==> config.mk <==
export PLATFORM = sky130hd
export DESIGN_NAME = spi_reg_burst
export DESIGN_NICKNAME = d
export VERILOG_FILES = /design/src/rtl/spi_reg_burst.sv
export SDC_FILE = /design/constraint.sdc
export NUM_CORES = 1
export LEC_CHECK = 0
export ABC_AREA = 1
export BUFFER_PORTS_ARGS = -buffer_cell sky130_fd_sc_hd__buf_2
export CORE_ASPECT_RATIO = 1.4
export CORE_MARGIN = 5
export CORE_UTILIZATION = 35
export CTS_CLUSTER_DIAMETER = 30
export DETAILED_ROUTE_END_ITERATION = 6
export MAX_ROUTING_LAYER = met4
export RECOVER_POWER = 100
export SYNTH_ARGS = -nofsm -noshare
export SYNTH_HDL_FRONTEND = slang
export SYNTH_SLANG_ARGS = --single-unit
==> constraint.sdc <==
create_clock -name clk -period 1.85 [get_ports clk]
set_clock_uncertainty 0.1 [all_clocks]
set_input_delay 0.0925 -clock clk [delete_from_list [all_inputs] [get_ports clk]]
set_output_delay 0.0925 -clock clk [all_outputs]
set_load 0.01 [all_outputs]
==> src/rtl/spi_reg_burst.sv <==
// SPI slave to register-bank bridge: oversampled SPI pins, command byte then
// auto-incrementing bursts of REG_W-bit words, all in the clk domain.
module spi_reg_burst #(
  parameter int ADDR_W      = 7,
  parameter int REG_W       = 8,
  parameter int AUTO_INC    = 1,
  parameter int SYNC_STAGES = 2
) (
  input  logic              clk,
  input  logic              rstb,
  input  logic              ena,
  input  logic [1:0]        mode,
  input  logic              spi_clk,
  input  logic              spi_cs_n,
  input  logic              spi_mosi,
  output logic              spi_miso,
  output logic [ADDR_W-1:0] reg_addr,
  output logic [REG_W-1:0]  reg_wdata,
  output logic              reg_we,
  output logic              reg_re,
  input  logic [REG_W-1:0]  reg_rdata,
  input  logic [7:0]        status,
  output logic              busy,
  output logic              frame_abort
);

  localparam int CNT_W = $clog2(REG_W) + 1;

  typedef enum logic [1:0] {IDLE, CMD, WRITE, READ} state_t;

  logic [SYNC_STAGES-1:0] sclk_sync_reg, cs_sync_reg, mosi_sync_reg;
  logic                   sclk_prev_reg, cs_prev_reg;

  state_t                 state_reg;
  logic [CNT_W-1:0]       cnt_reg;
  logic [REG_W-2:0]       shift_reg;
  logic [REG_W-1:0]       tx_reg;
  logic                   sampled_reg;
  logic [ADDR_W-1:0]      addr_reg;
  logic [REG_W-1:0]       wdata_reg;
  logic                   we_reg, re_reg, abort_reg;

  logic sclk_s, cs_s, mosi_s;
  logic sclk_rise, sclk_fall, sample_on_rise, sample_edge, change_edge;
  logic cs_fall, cs_rise;
  logic [REG_W-1:0] word_in;
  logic [CNT_W-1:0] last_cnt;
  logic word_done;

  // Synchronisers reset to the idle bus levels so reset never fakes an SCLK edge.
  always_ff @(posedge clk) begin
    if (!rstb) begin
      sclk_sync_reg <= {SYNC_STAGES{mode[1]}};
      cs_sync_reg   <= '1;
      mosi_sync_reg <= '0;
      sclk_prev_reg <= mode[1];
      cs_prev_reg   <= 1'b1;
    end else if (ena) begin
      sclk_sync_reg <= {sclk_sync_reg[SYNC_STAGES-2:0], spi_clk};
      cs_sync_reg   <= {cs_sync_reg[SYNC_STAGES-2:0], spi_cs_n};
      mosi_sync_reg <= {mosi_sync_reg[SYNC_STAGES-2:0], spi_mosi};
      sclk_prev_reg <= sclk_s;
      cs_prev_reg   <= cs_s;
    end
  end

  assign sclk_s = sclk_sync_reg[SYNC_STAGES-1];
  assign cs_s   = cs_sync_reg[SYNC_STAGES-1];
  assign mosi_s = mosi_sync_reg[SYNC_STAGES-1];

  assign sclk_rise      = sclk_s & ~sclk_prev_reg & ~cs_s;
  assign sclk_fall      = ~sclk_s & sclk_prev_reg & ~cs_s;
  // Modes 0 and 3 sample on the rising edge, modes 1 and 2 on the falling edge.
  assign sample_on_rise = (mode[1] == mode[0]);
  assign sample_edge    = sample_on_rise ? sclk_rise : sclk_fall;
  assign change_edge    = sample_on_rise ? sclk_fall : sclk_rise;
  assign cs_fall        = cs_prev_reg & ~cs_s;
  assign cs_rise        = ~cs_prev_reg & cs_s;

  assign word_in   = {shift_reg, mosi_s};
  assign last_cnt  = (state_reg == CMD) ? CNT_W'(7) : CNT_W'(REG_W - 1);
  assign word_done = (cnt_reg == last_cnt);

  always_ff @(posedge clk) begin
    if (!rstb) begin
      state_reg   <= IDLE;
      cnt_reg     <= '0;
      shift_reg   <= '0;
      tx_reg      <= '0;
      sampled_reg <= 1'b0;
      addr_reg    <= '0;
      wdata_reg   <= '0;
      we_reg      <= 1'b0;
      re_reg      <= 1'b0;
      abort_reg   <= 1'b0;
    end else if (ena) begin
      we_reg    <= 1'b0;
      re_reg    <= 1'b0;
      abort_reg <= 1'b0;
      if (AUTO_INC != 0 && we_reg)
        addr_reg <= addr_reg + 1'b1;

      if (cs_rise) begin
        // End of frame wins over any word completing in the same cycle.
        state_reg <= IDLE;
        cnt_reg   <= '0;
        abort_reg <= (cnt_reg != '0);
      end else begin
        if (sample_edge && state_reg != IDLE) begin
          shift_reg <= word_in[REG_W-2:0];
          cnt_reg   <= word_done ? '0 : cnt_reg + 1'b1;
        end
        case (state_reg)
          IDLE: begin
            if (cs_fall) begin
              state_reg <= CMD;
              cnt_reg   <= '0;
            end
          end
          CMD: begin
            if (sample_edge && word_done) begin
              addr_reg <= word_in[ADDR_W-1:0];
              if (word_in[7]) begin
                state_reg <= WRITE;
              end else begin
                state_reg <= READ;
                re_reg    <= 1'b1;
              end
            end
          end
          WRITE: begin
            if (sample_edge && word_done) begin
              we_reg    <= 1'b1;
              wdata_reg <= word_in;
            end
          end
          READ: begin
            if (sample_edge && word_done) begin
              re_reg <= 1'b1;
              if (AUTO_INC != 0)
                addr_reg <= addr_reg + 1'b1;
            end
          end
          default: state_reg <= IDLE;
        endcase
      end

      // A change edge before the first sample after a load keeps the MSB on MISO.
      if (state_reg == IDLE && cs_fall) begin
        tx_reg      <= REG_W'(status) << (REG_W - 8);
        sampled_reg <= 1'b0;
      end else if (re_reg) begin
        tx_reg      <= reg_rdata;
        sampled_reg <= 1'b0;
      end else begin
        if (sample_edge && state_reg != IDLE)
          sampled_reg <= 1'b1;
        if (change_edge && sampled_reg)
          tx_reg <= {tx_reg[REG_W-2:0], 1'b0};
      end
    end
  end

  assign spi_miso    = tx_reg[REG_W-1];
  assign reg_addr    = addr_reg;
  assign reg_wdata   = wdata_reg;
  assign reg_we      = we_reg;
  assign reg_re      = re_reg;
  assign busy        = (state_reg != IDLE);
  assign frame_abort = abort_reg;

endmodule

# After elaboration in Yosys (flattened, before gate mapping)
# Cells that the tools add are included.
# W data, S select, Z words.
# totals
input_bits	24
regBits	48
# op_classes
n_eq_ne	8
reduce_logical	15
bitwise_logic	11
mux	35
addsub	2
# op_table
cell	n
$mux W7	4
$mux W8	3
$mux W4	5
$mux W1	15
$pmux W7 S2	1
$mux W2	5
$reduce_bool A3 Y1	3
$reduce_and A4 Y1	2
$add A7 B1 Y7 const B	1
$and A1 B1 Y1	6
$not A1 Y1	5
$add A4 B1 Y4 const B	1
$eq A2 B2 Y1 const B	2
$eq A4 B3 Y1 const B	1
$logic_and A1 B1 Y1	4
$pmux W2 S2	1
$reduce_and A2 Y1	2
$reduce_bool A4 Y1	1
$ne A3 B2 Y1 const B	1
$ne A3 B3 Y1 const B	1
$reduce_and A3 Y1	1
$eq A2 B1 Y1 const B	1
$logic_not A2 Y1	1
$ne A2 B1 Y1 const B	1
3 further kinds	3

# Depth between registers and ports, before layout
# Gate-level depths: netlist of the first run.
# logic_depth
ltp_word	9
mapped_depth	13
mapped_depth_nobuf	13

# Worst setup path before layout of the first run
# No wires, ideal clock.
# synth_path
path_kind	register to register
start	register cs_prev_reg
end	register wdata_reg[2] (netlist: reg_wdata[2])
path_stages_with_launch	9
t_arrival_ps	1396
setup_time_ps	116
path_slack_ps	238
period_less_slack_ps	1612
required_ps	1634
cell_sequence	dfxtp_1 -> inv_1 -> ha_1 -> nor2_4 -> inv_1 -> nor3_4 -> inv_1 -> o21ai_0 -> nor2_1
# synth_between
elab_chain_len	4
# synth_rtl
item	line_no	rtl
start: declaration	32	logic sclk_prev_reg, cs_prev_reg;
start signal: assignment	63	cs_prev_reg <= cs_s;
$not A1 Y1	78	assign cs_rise = ~cs_prev_reg & cs_s;
$and A1 B1 Y1	78	
$not A1 Y1 (no source line)	--	
$reduce_and A4 Y1 (no source line)	--	
end signal: assignment	134	wdata_reg <= word_in;
end: declaration	40	logic [REG_W-1:0] wdata_reg;
# Every way passes these cells.
# A chain may end at the register's enable or synchronous reset.

# Final worst setup path of the first run
# layout_path
start	register sclk_prev_reg
end	register addr_reg[3] (netlist: reg_addr[3])
# layout_between
elab_chain_len	8
elab_cells_between_ends	11
# layout_rtl
item	line_no	rtl
start: declaration	32	
start signal: assignment	56	sclk_prev_reg <= mode[1];
start signal: assignment	62	sclk_prev_reg <= sclk_s;
$not A1 Y1	71	assign sclk_rise = sclk_s & ~sclk_prev_reg & ~cs_s;
$and A1 B1 Y1 (2 in series)	71	
$mux W1 *	75	assign sample_edge = sample_on_rise ? sclk_rise : sclk_fall;
$logic_and A1 B1 Y1 *	121, 138	
$mux W7, on equally long branches	138, 121	
$pmux W7 S2 *	113	case (state_reg)
$mux W7 *	103	if (cs_rise) begin
end signal: assignment	101	addr_reg <= addr_reg + 1'b1;
end signal: assignment	122	addr_reg <= word_in[ADDR_W-1:0];
end signal: assignment	141	addr_reg <= addr_reg + 1'b1;
end: declaration	39	logic [ADDR_W-1:0] addr_reg;
# Mark *: on every way between the ends. The rest lies on a longest branch, timed or not.

==> results_tabular.tex, run 1 <==
\begin{tabular}{lr}
\hline
Metric & Value \\
\hline
\multicolumn{2}{l}{\textbf{Die}} \\
Boundary pin count & 44 \\
Number of cell rows & 38 \\
Placeable core region & 7655 um\^{}2 \\
Die width & 84.30 um \\
Die ar. & about 9600 um\^{}2 \\
Starting density of the core & 35.34\% \\
Height of the die & 114.0 um \\
\multicolumn{2}{l}{\textbf{Cells and area}} \\
Commonest non-fill, non-tap cell in the layout & sky130\_fd\_sc\_hd\_\_nand2\_1 \\
Post-layout net count & $\sim$480 \\
Combined flip-flop and latch cell area & 993.5 um\^{}2 \\
Fill count & about 800 \\
Fin cells & 547 \\
Count of antenna diodes in the layout & 0 \\
Area overhead of the layout relative to synthesis & 20.44\% \\
Share of layout cells above drive strength 1 & between 15 and 20\% \\
Top library cells by usage in the layout, fill and taps aside & sky130\_fd\_sc\_hd\_\_nand2\_1, sky130\_fd\_sc\_hd\_\_dfxtp\_1, sky130\_fd\_sc\_hd\_\_o21ai\_0 \\
Combined area of the multi-input logic cells & 1454 um\^{}2 \\
\multicolumn{2}{l}{\textbf{Synth}} \\
Post-synthesis cell count & 380 \\
Number of storage elements in the synthesis netlist & 48 \\
Syn. warnings & 0 \\
Average footprint of a synthesized cell & 7.119 um\^{}2 \\
Netlist Area Pre-Place & about 2700 um\^{}2 \\
Post-synthesis cell type count & 40 \\
Total nets after synthesis & 409 \\
Post-synthesis sequential area ratio & 36.63\% \\
\multicolumn{2}{l}{\textbf{Timing}} \\
Number of hold violations in the final report & 0 \\
Setup TNS & 0 ps \\
F\_max & 579.3 MHz \\
Slew at the pin closest to its max-slew limit & 804.9 ps \\
Part of the cycle the worst path needs & 93.31\% \\
Remaining max-slew budget at the tightest pin & 46.34\% \\
Final worst hold slack & 38.63 ps \\
Setup repair after global routing missed its margin & no \\
Final setup violation count & 0 \\
Fin. max-slew vios & 0 \\
Final critical-path required period & 1726 ps \\
\multicolumn{2}{l}{\textbf{Placement}} \\
Placed instance count & 524 \\
Weighted congestion at the end of routability-driven global placement & 0.9180 \\
Count of buffers inserted at the top-level ports & 43 \\
HPWL Detailed & around 5400 um \\
\multicolumn{2}{l}{\textbf{Clock tree}} \\
TritonCTS Buffers & 5 \\
Clk\_lat worst skew & 310 ps \\
Buffer type at the clock tree root & sky130\_fd\_sc\_hd\_\_clkbuf\_8 \\
CTS H-Tree Depth & 2 \\
Clock transition at the register clock pins on the worst setup and hold paths after CTS & approximately 90 ps \\
Clock sink total & 48 \\
Maximum buffer depth of the clock tree & 2 \\
TritonCTS clock tree & yes \\
\multicolumn{2}{l}{\textbf{Run}} \\
Max-capacitance violation count & 0 \\
\multicolumn{2}{l}{\textbf{Critical path}} \\
FF-to-FF End & reg\_addr[3]\$\_SDFFE\_PN0P\_ \\
Class of the most critical setup path & register to register \\
Most prevalent standard cell on the critical path & sky130\_fd\_sc\_hd\_\_nand2\_1 \\
Signal arrival time at the worst endpoint & 1870 ps \\
Start point of the critical path & sclk\_prev\_reg\$\_DFFE\_PP\_ \\
Critical path, cell by cell & nor2\_1 > nand2\_1 > nand2\_4 > nand3\_4 > clkbuf\_4 > o21ai\_2 > nand2\_1 > nand2\_1 > nand2\_1 > a21oi\_2 \\
Logic depth of the worst register-to-register path & 10 \\
Setup slack, reg-to-reg & 120 ps \\
Crit path max-delay family & simple AND/OR/NAND/NOR gates \\
Cell depth of the worst setup path & 10 \\
Startpoint kind of the worst setup timing path & register \\
Critical path endpoint & reg\_addr[3]\$\_SDFFE\_PN0P\_ \\
Worst reg2reg startpoint & sclk\_prev\_reg\$\_DFFE\_PP\_ \\
Buffering stage count on the worst path with inverters included & 1 \\
CP Data Required Time & 1990 ps \\
Kind of capture point of the worst setup path & register \\
Longest individual stage delay on the worst path & 430 ps \\
Crit path max-delay cell type & sky130\_fd\_sc\_hd\_\_edfxtp\_1 \\
Highest net fanout along the worst path & 13 \\
\multicolumn{2}{l}{\textbf{Routing}} \\
Number of remaining DRC errors & 0 \\
Drt initial violations & 127 \\
Remaining number of nets flagged by the antenna check after routing & 0 \\
Total Routed Length & 7423 um \\
Vias after detailed routing & 2,712 \\
DR WL/cell & 13.57 um \\
Detail-routed via count per cell & 4.958 \\
First-pass DRT Iterations & 4 \\
\multicolumn{2}{l}{\textbf{Pwr}} \\
Internal power & around 1400 uW \\
Portion of total power attributed to sequential cells & 55.6\% \\
Maximum resistive drop on vdd & 0.4053 mV \\
Net switching power of the design & 538.4 uW \\
Pwr/cell area & 601.6 nW/um\^{}2 \\
Proportion of total power due to net switching & 27.47\% \\
Clock network fraction of total power & 32.1\% \\
Power after layout & about 2000 uW \\
Part of the power in combinational logic & 12.3\% \\
Leak Pwr & 0.001423 uW \\
\multicolumn{2}{l}{\textbf{Global route}} \\
Maximum number of pins on one net before global-route repair & 17 \\
Wire length of the first global-routing pass & 12,110 um \\
Initial antenna violation count & 0 \\
Number of global-route vias before repair & 2,549 \\
Total overflow reported by the global router & 0 \\
Total global-route track usage & 16.04\% \\
\multicolumn{2}{l}{\textbf{Min path}} \\
Classification of the worst-slack hold path & input port to register \\
Hold path startpoint & reg\_rdata[6] \\
\multicolumn{2}{l}{\textbf{Run status}} \\
Status & completed \\
\hline
\end{tabular}
metrics by stage:
stage / util [%] / worst slack (ps) / cell area [um^2]
6_report: 42.56 / 123.8 / 3258
3_5_place_dp: 40.05 / 147.1 / 3065
5_1_grt: 42.56 / 14.08 / 3258
3_3_place_gp: 40.05 / 176.3 / 3065
2_1_floorplan: - / 238.4 / 2705
4_1_cts: 42.69 / 110.6 / 3268
cell families (layout without fill, tap and decap cells):
| logic type | count (synthesis) | in the layout | share of synthesized area (%) |
|---|---|---|---|
| adders and majority gates | 5 | 5 | 2.313 |
| buffers and inverters | 57 | 124 | 9.436 |
| xor gates and xnor gates | 3 | 3 | 0.9715 |
| and+or+nand+nor | 175 | 175 | 30.67 |
| AOI/OAI and AO/OA | 92 | 92 | 19.98 |
| DFF | 48 | 48 | 36.63 |
area by class of cell:
class | count | area share [%]
tap | 100 | 3.840
multi-input combinational | 275 | 44.62
sequential | 48 | 30.49
inverter | 44 | 5.223
clock inverter | 3 | 0.4224
timing repair buffer | 72 | 13.29
clock buffer | 5 | 2.112
cells in the mapped netlist (all sizes together):
cell	number	area (um^2)
a211oi	2	25.02
a21oi	22	125.1
a22oi	4	30.03
a31oi	8	50.05
a32o	1	10.01
buf	8	65.06
clkbuf	5	20.01
clkinv	2	12.51
dfxtp	45	900.9
edfxtp	3	90.09
ha	5	62.56
inv	42	157.7
nand2	105	429.2
nand3	30	187.7
nand3b	1	7.510
nand4	2	12.51
nor2	34	166.4
nor3	3	26.28
o2111ai	1	8.760
o211ai	2	15.01
o21a	1	7.510
o21ai	47	242.7
o21bai	1	7.510
o22ai	3	18.77
xnor2	1	8.760
xor2	2	17.52
worst min-delay path: cells and delay by family:
kind            cells  cell delay [ps]
simple gates        3              150
buf+inv             1              100
compound gates      1               70
power by group through the flow:
stage	Clock [uW]	Combinational (uW)	Sequential, uW
floorplan	0	140	1110
global placement	0	221	1110
detailed placement	0	222	1110
CTS	653	243	1090
global route	681	267	1090
finish	630	241	1090
per-layer routing:
| layer | track usage [%] | wire length (um) | vias up |
|---|---|---|---|
| met5 | - | 0 | - |
| met3 | 3.179 | 404 | 20 |
| li1 | - | - | 1391 |
| met2 | 27.71 | 3704 | 84 |
| met4 | 7.725 | 246 | 0 |
| met1 | 17.57 | 3067 | 1217 |
how the worst min path moves through the flow:
stage	endpoint	slack [ps]	cells after the start
floorplan	mosi_sync_reg[0]$_SDFFE_PN0P_	110	2
global placement	mosi_sync_reg[0]$_SDFFE_PN0P_	210	3
detailed placement	mosi_sync_reg[0]$_SDFFE_PN0P_	230	3
CTS	tx_reg[1]$_SDFFE_PN0P_	30	5
global route	sclk_sync_reg[0]$_DFFE_PP_	70	3
finish	tx_reg[6]$_SDFFE_PN0P_	40	5
timing repair:
item	in CTS	in global routing
buffers inserted	0	3
resized for setup	0	2
hold buffers	12	0
hold endpoints to repair	11	0
setup endpoints to repair	0	8
No activity file was read; power rests on OpenSTA's default activity.
==> run 2: changes to the inputs <==
==> constraint.sdc (replaced) <==
create_clock -name clk -period 1.85 [get_ports clk]
set_clock_uncertainty 0.1 [all_clocks]
set_input_delay 0 -clock clk [delete_from_list [all_inputs] [get_ports clk]]
set_output_delay 0 -clock clk [all_outputs]
set_load 0.01 [all_outputs]
==> results_tabular.tex, run 2 (synthesized netlist as in run 1, its figures left out) <==
\begin{tabular}{lr}
\hline
Metric & Value \\
\hline
\multicolumn{2}{l}{\textbf{Die}} \\
Height of the die & 114.0 um (unchanged) \\
Starting density of the core & 35.34\% (unchanged) \\
Placeable core region & 7655 um\^{}2 (unchanged) \\
Die width & 84.30 um (unchanged) \\
Number of cell rows & 38 (unchanged) \\
Die ar. & 9612 um\^{}2 (unchanged) \\
Boundary pin count & 44 (unchanged) \\
\multicolumn{2}{l}{\textbf{Routing}} \\
Remaining number of nets flagged by the antenna check after routing & 0 (unchanged) \\
DR WL/cell & 13.77 um (was 13.57 um) \\
Detail-routed via count per cell & 5.041 (was 4.958) \\
Vias after detailed routing & 2,798 (was 2,712) \\
Number of remaining DRC errors & 0 (unchanged) \\
Total Routed Length & 7640 um (was 7423 um) \\
First-pass DRT Iterations & 6 (was 4) \\
Drt initial violations & 141 (was 127) \\
\multicolumn{2}{l}{\textbf{Min path}} \\
Classification of the worst-slack hold path & input port to register (unchanged) \\
\multicolumn{2}{l}{\textbf{Global route}} \\
Number of global-route vias before repair & 2,732 (was 2,549) \\
Total global-route track usage & 16.79\% (was 16.04\%) \\
Wire length of the first global-routing pass & 12,830 um (was 12,110 um) \\
Total overflow reported by the global router & 0 (unchanged) \\
Initial antenna violation count & 0 (unchanged) \\
Maximum number of pins on one net before global-route repair & 29 (was 17) \\
\multicolumn{2}{l}{\textbf{Critical path}} \\
Signal arrival time at the worst endpoint & 1680 ps (was 1870 ps) \\
Setup slack, reg-to-reg & 140 ps (was 120 ps) \\
Class of the most critical setup path & input port to register (was register to register) \\
CP Data Required Time & 1810 ps (was 1990 ps) \\
Highest net fanout along the worst path & 12 (was 13) \\
Kind of capture point of the worst setup path & register (unchanged) \\
Startpoint kind of the worst setup timing path & input port (was register) \\
\multicolumn{2}{l}{\textbf{Pwr}} \\
Maximum resistive drop on vdd & 0.3501 mV (was 0.4053 mV) \\
Pwr/cell area & 623.7 nW/um\^{}2 (was 601.6 nW/um\^{}2) \\
Power after layout & 2103 uW (was 1960 uW) \\
Leak Pwr & 0.001472 uW (was 0.001423 uW) \\
\multicolumn{2}{l}{\textbf{Timing}} \\
Setup TNS & 0 ps (unchanged) \\
Slew at the pin closest to its max-slew limit & 422.0 ps (was 804.9 ps) \\
Final critical-path required period & 1717 ps (was 1726 ps) \\
Final setup violation count & 0 (unchanged) \\
Remaining max-slew budget at the tightest pin & 71.76\% (was 46.34\%) \\
Setup repair after global routing missed its margin & no (unchanged) \\
Part of the cycle the worst path needs & 92.82\% (was 93.31\%) \\
Number of hold violations in the final report & 0 (unchanged) \\
F\_max & 582.3 MHz (was 579.3 MHz) \\
Fin. max-slew vios & 0 (unchanged) \\
\multicolumn{2}{l}{\textbf{Cells and area}} \\
Fill count & 796 (was 786) \\
Commonest non-fill, non-tap cell in the layout & sky130\_fd\_sc\_hd\_\_nand2\_1 (unchanged) \\
Count of antenna diodes in the layout & 0 (unchanged) \\
Top library cells by usage in the layout, fill and taps aside & sky130\_fd\_sc\_hd\_\_nand2\_1, sky130\_fd\_sc\_hd\_\_dfxtp\_1, sky130\_fd\_sc\_hd\_\_o21ai\_0 (unchanged) \\
Share of layout cells above drive strength 1 & 16.48\% (was 17.45\%) \\
Fin cells & 555 (was 547) \\
Area overhead of the layout relative to synthesis & 24.65\% (was 20.44\%) \\
Post-layout net count & 483 (was 475) \\
\multicolumn{2}{l}{\textbf{Clock tree}} \\
Clk\_lat worst skew & 310 ps (about the same) \\
TritonCTS Buffers & 5 (unchanged) \\
TritonCTS clock tree & yes (unchanged) \\
Clock sink total & 48 (unchanged) \\
Clock transition at the register clock pins on the worst setup and hold paths after CTS & 90 ps (about the same) \\
Maximum buffer depth of the clock tree & 2 (unchanged) \\
Buffer type at the clock tree root & sky130\_fd\_sc\_hd\_\_clkbuf\_8 (unchanged) \\
CTS H-Tree Depth & 2 (unchanged) \\
\multicolumn{2}{l}{\textbf{Run}} \\
Max-capacitance violation count & 0 (unchanged) \\
\multicolumn{2}{l}{\textbf{Placement}} \\
Weighted congestion at the end of routability-driven global placement & 0.8852 (was 0.9180) \\
HPWL Detailed & 5402 um (was 5441 um) \\
Placed instance count & 523 (was 524) \\
Count of buffers inserted at the top-level ports & 43 (unchanged) \\
\multicolumn{2}{l}{\textbf{Run status}} \\
Status & completed (unchanged) \\
\hline
\end{tabular}
[run 2: repair_timing]
action,CTS,global route
hold buffers,23,0
setup endpoints to repair,0,7
hold endpoints to repair,14,0
gates resized for setup,0,6
setup buffers,0,1
[run 2: cell type report]
cell class | instances | area (um^2) | area share [%]
Multi-Input combinational cell | 275 | 1448 | 42.93
Sequential cell | 48 | 996.0 | 29.54
Timing Repair Buffer | 80 | 516.7 | 15.32
Inverter | 44 | 170.2 | 5.046
Tap cell | 100 | 125.1 | 3.711
Clock buffer | 7 | 107.6 | 3.191
Clock inverter | 1 | 8.758 | 0.2597
[run 2: final timing paths]
kind | start | depth (start not counted) | endpoint
max | rstb | 7 | sclk_sync_reg[0]$_DFFE_PP_
min | ena | 4 | reg_addr[6]$_SDFFE_PN0P_
max reg2reg | cs_sync_reg[1]$_SDFFE_PN1P_ | 8 | state_reg[0]$_SDFFE_PN0P_
min reg2reg | cs_sync_reg[0]$_SDFFE_PN1P_ | 2 | cs_sync_reg[0]$_SDFFE_PN1P_
[run 2: per-stage QoR]
stage	worst slack (ps)	hold slack (ps)	util [%]	cell area, um^2
after floorplan	238.4	12.74	-	2705
after global placement	166.8	115.1	39.95	3058
after detailed placement	124.7	116.0	39.95	3058
after CTS	100.8	27.92	44.48	3405
after global routing	7.993	51.68	44.05	3372
final	132.7	36.29	44.05	3372
[run 2: layer usage]
metal | track usage, % | part of all wire [%] | routed length [um] | vias up
li1 | - | - | - | 1399
met3 | 2.890 | 4.1 | 316 | 8
met5 | - | 0 | 0 | -
met2 | 31.19 | 52 | 4001 | 65
met4 | 5.043 | 1.4 | 107 | 0
met1 | 18.05 | 42 | 3215 | 1326
[run 2: power by group]
group          switching (uW)  total (uW)  leakage [uW]  internal [uW]
combinational             150         259       0.00102            108
sequential               18.8        1090      0.000396           1070
clock                     370         758     0.0000596            388
[run 2: worst max-delay path, stage by stage]
cell	delay, ps
sky130_fd_sc_hd__dlygate4sd3_1	540
sky130_fd_sc_hd__clkbuf_1	150
sky130_fd_sc_hd__inv_1	70
sky130_fd_sc_hd__buf_4	200
sky130_fd_sc_hd__nand2_1	110
sky130_fd_sc_hd__nand2_1	60
sky130_fd_sc_hd__dlygate4sd3_1	550
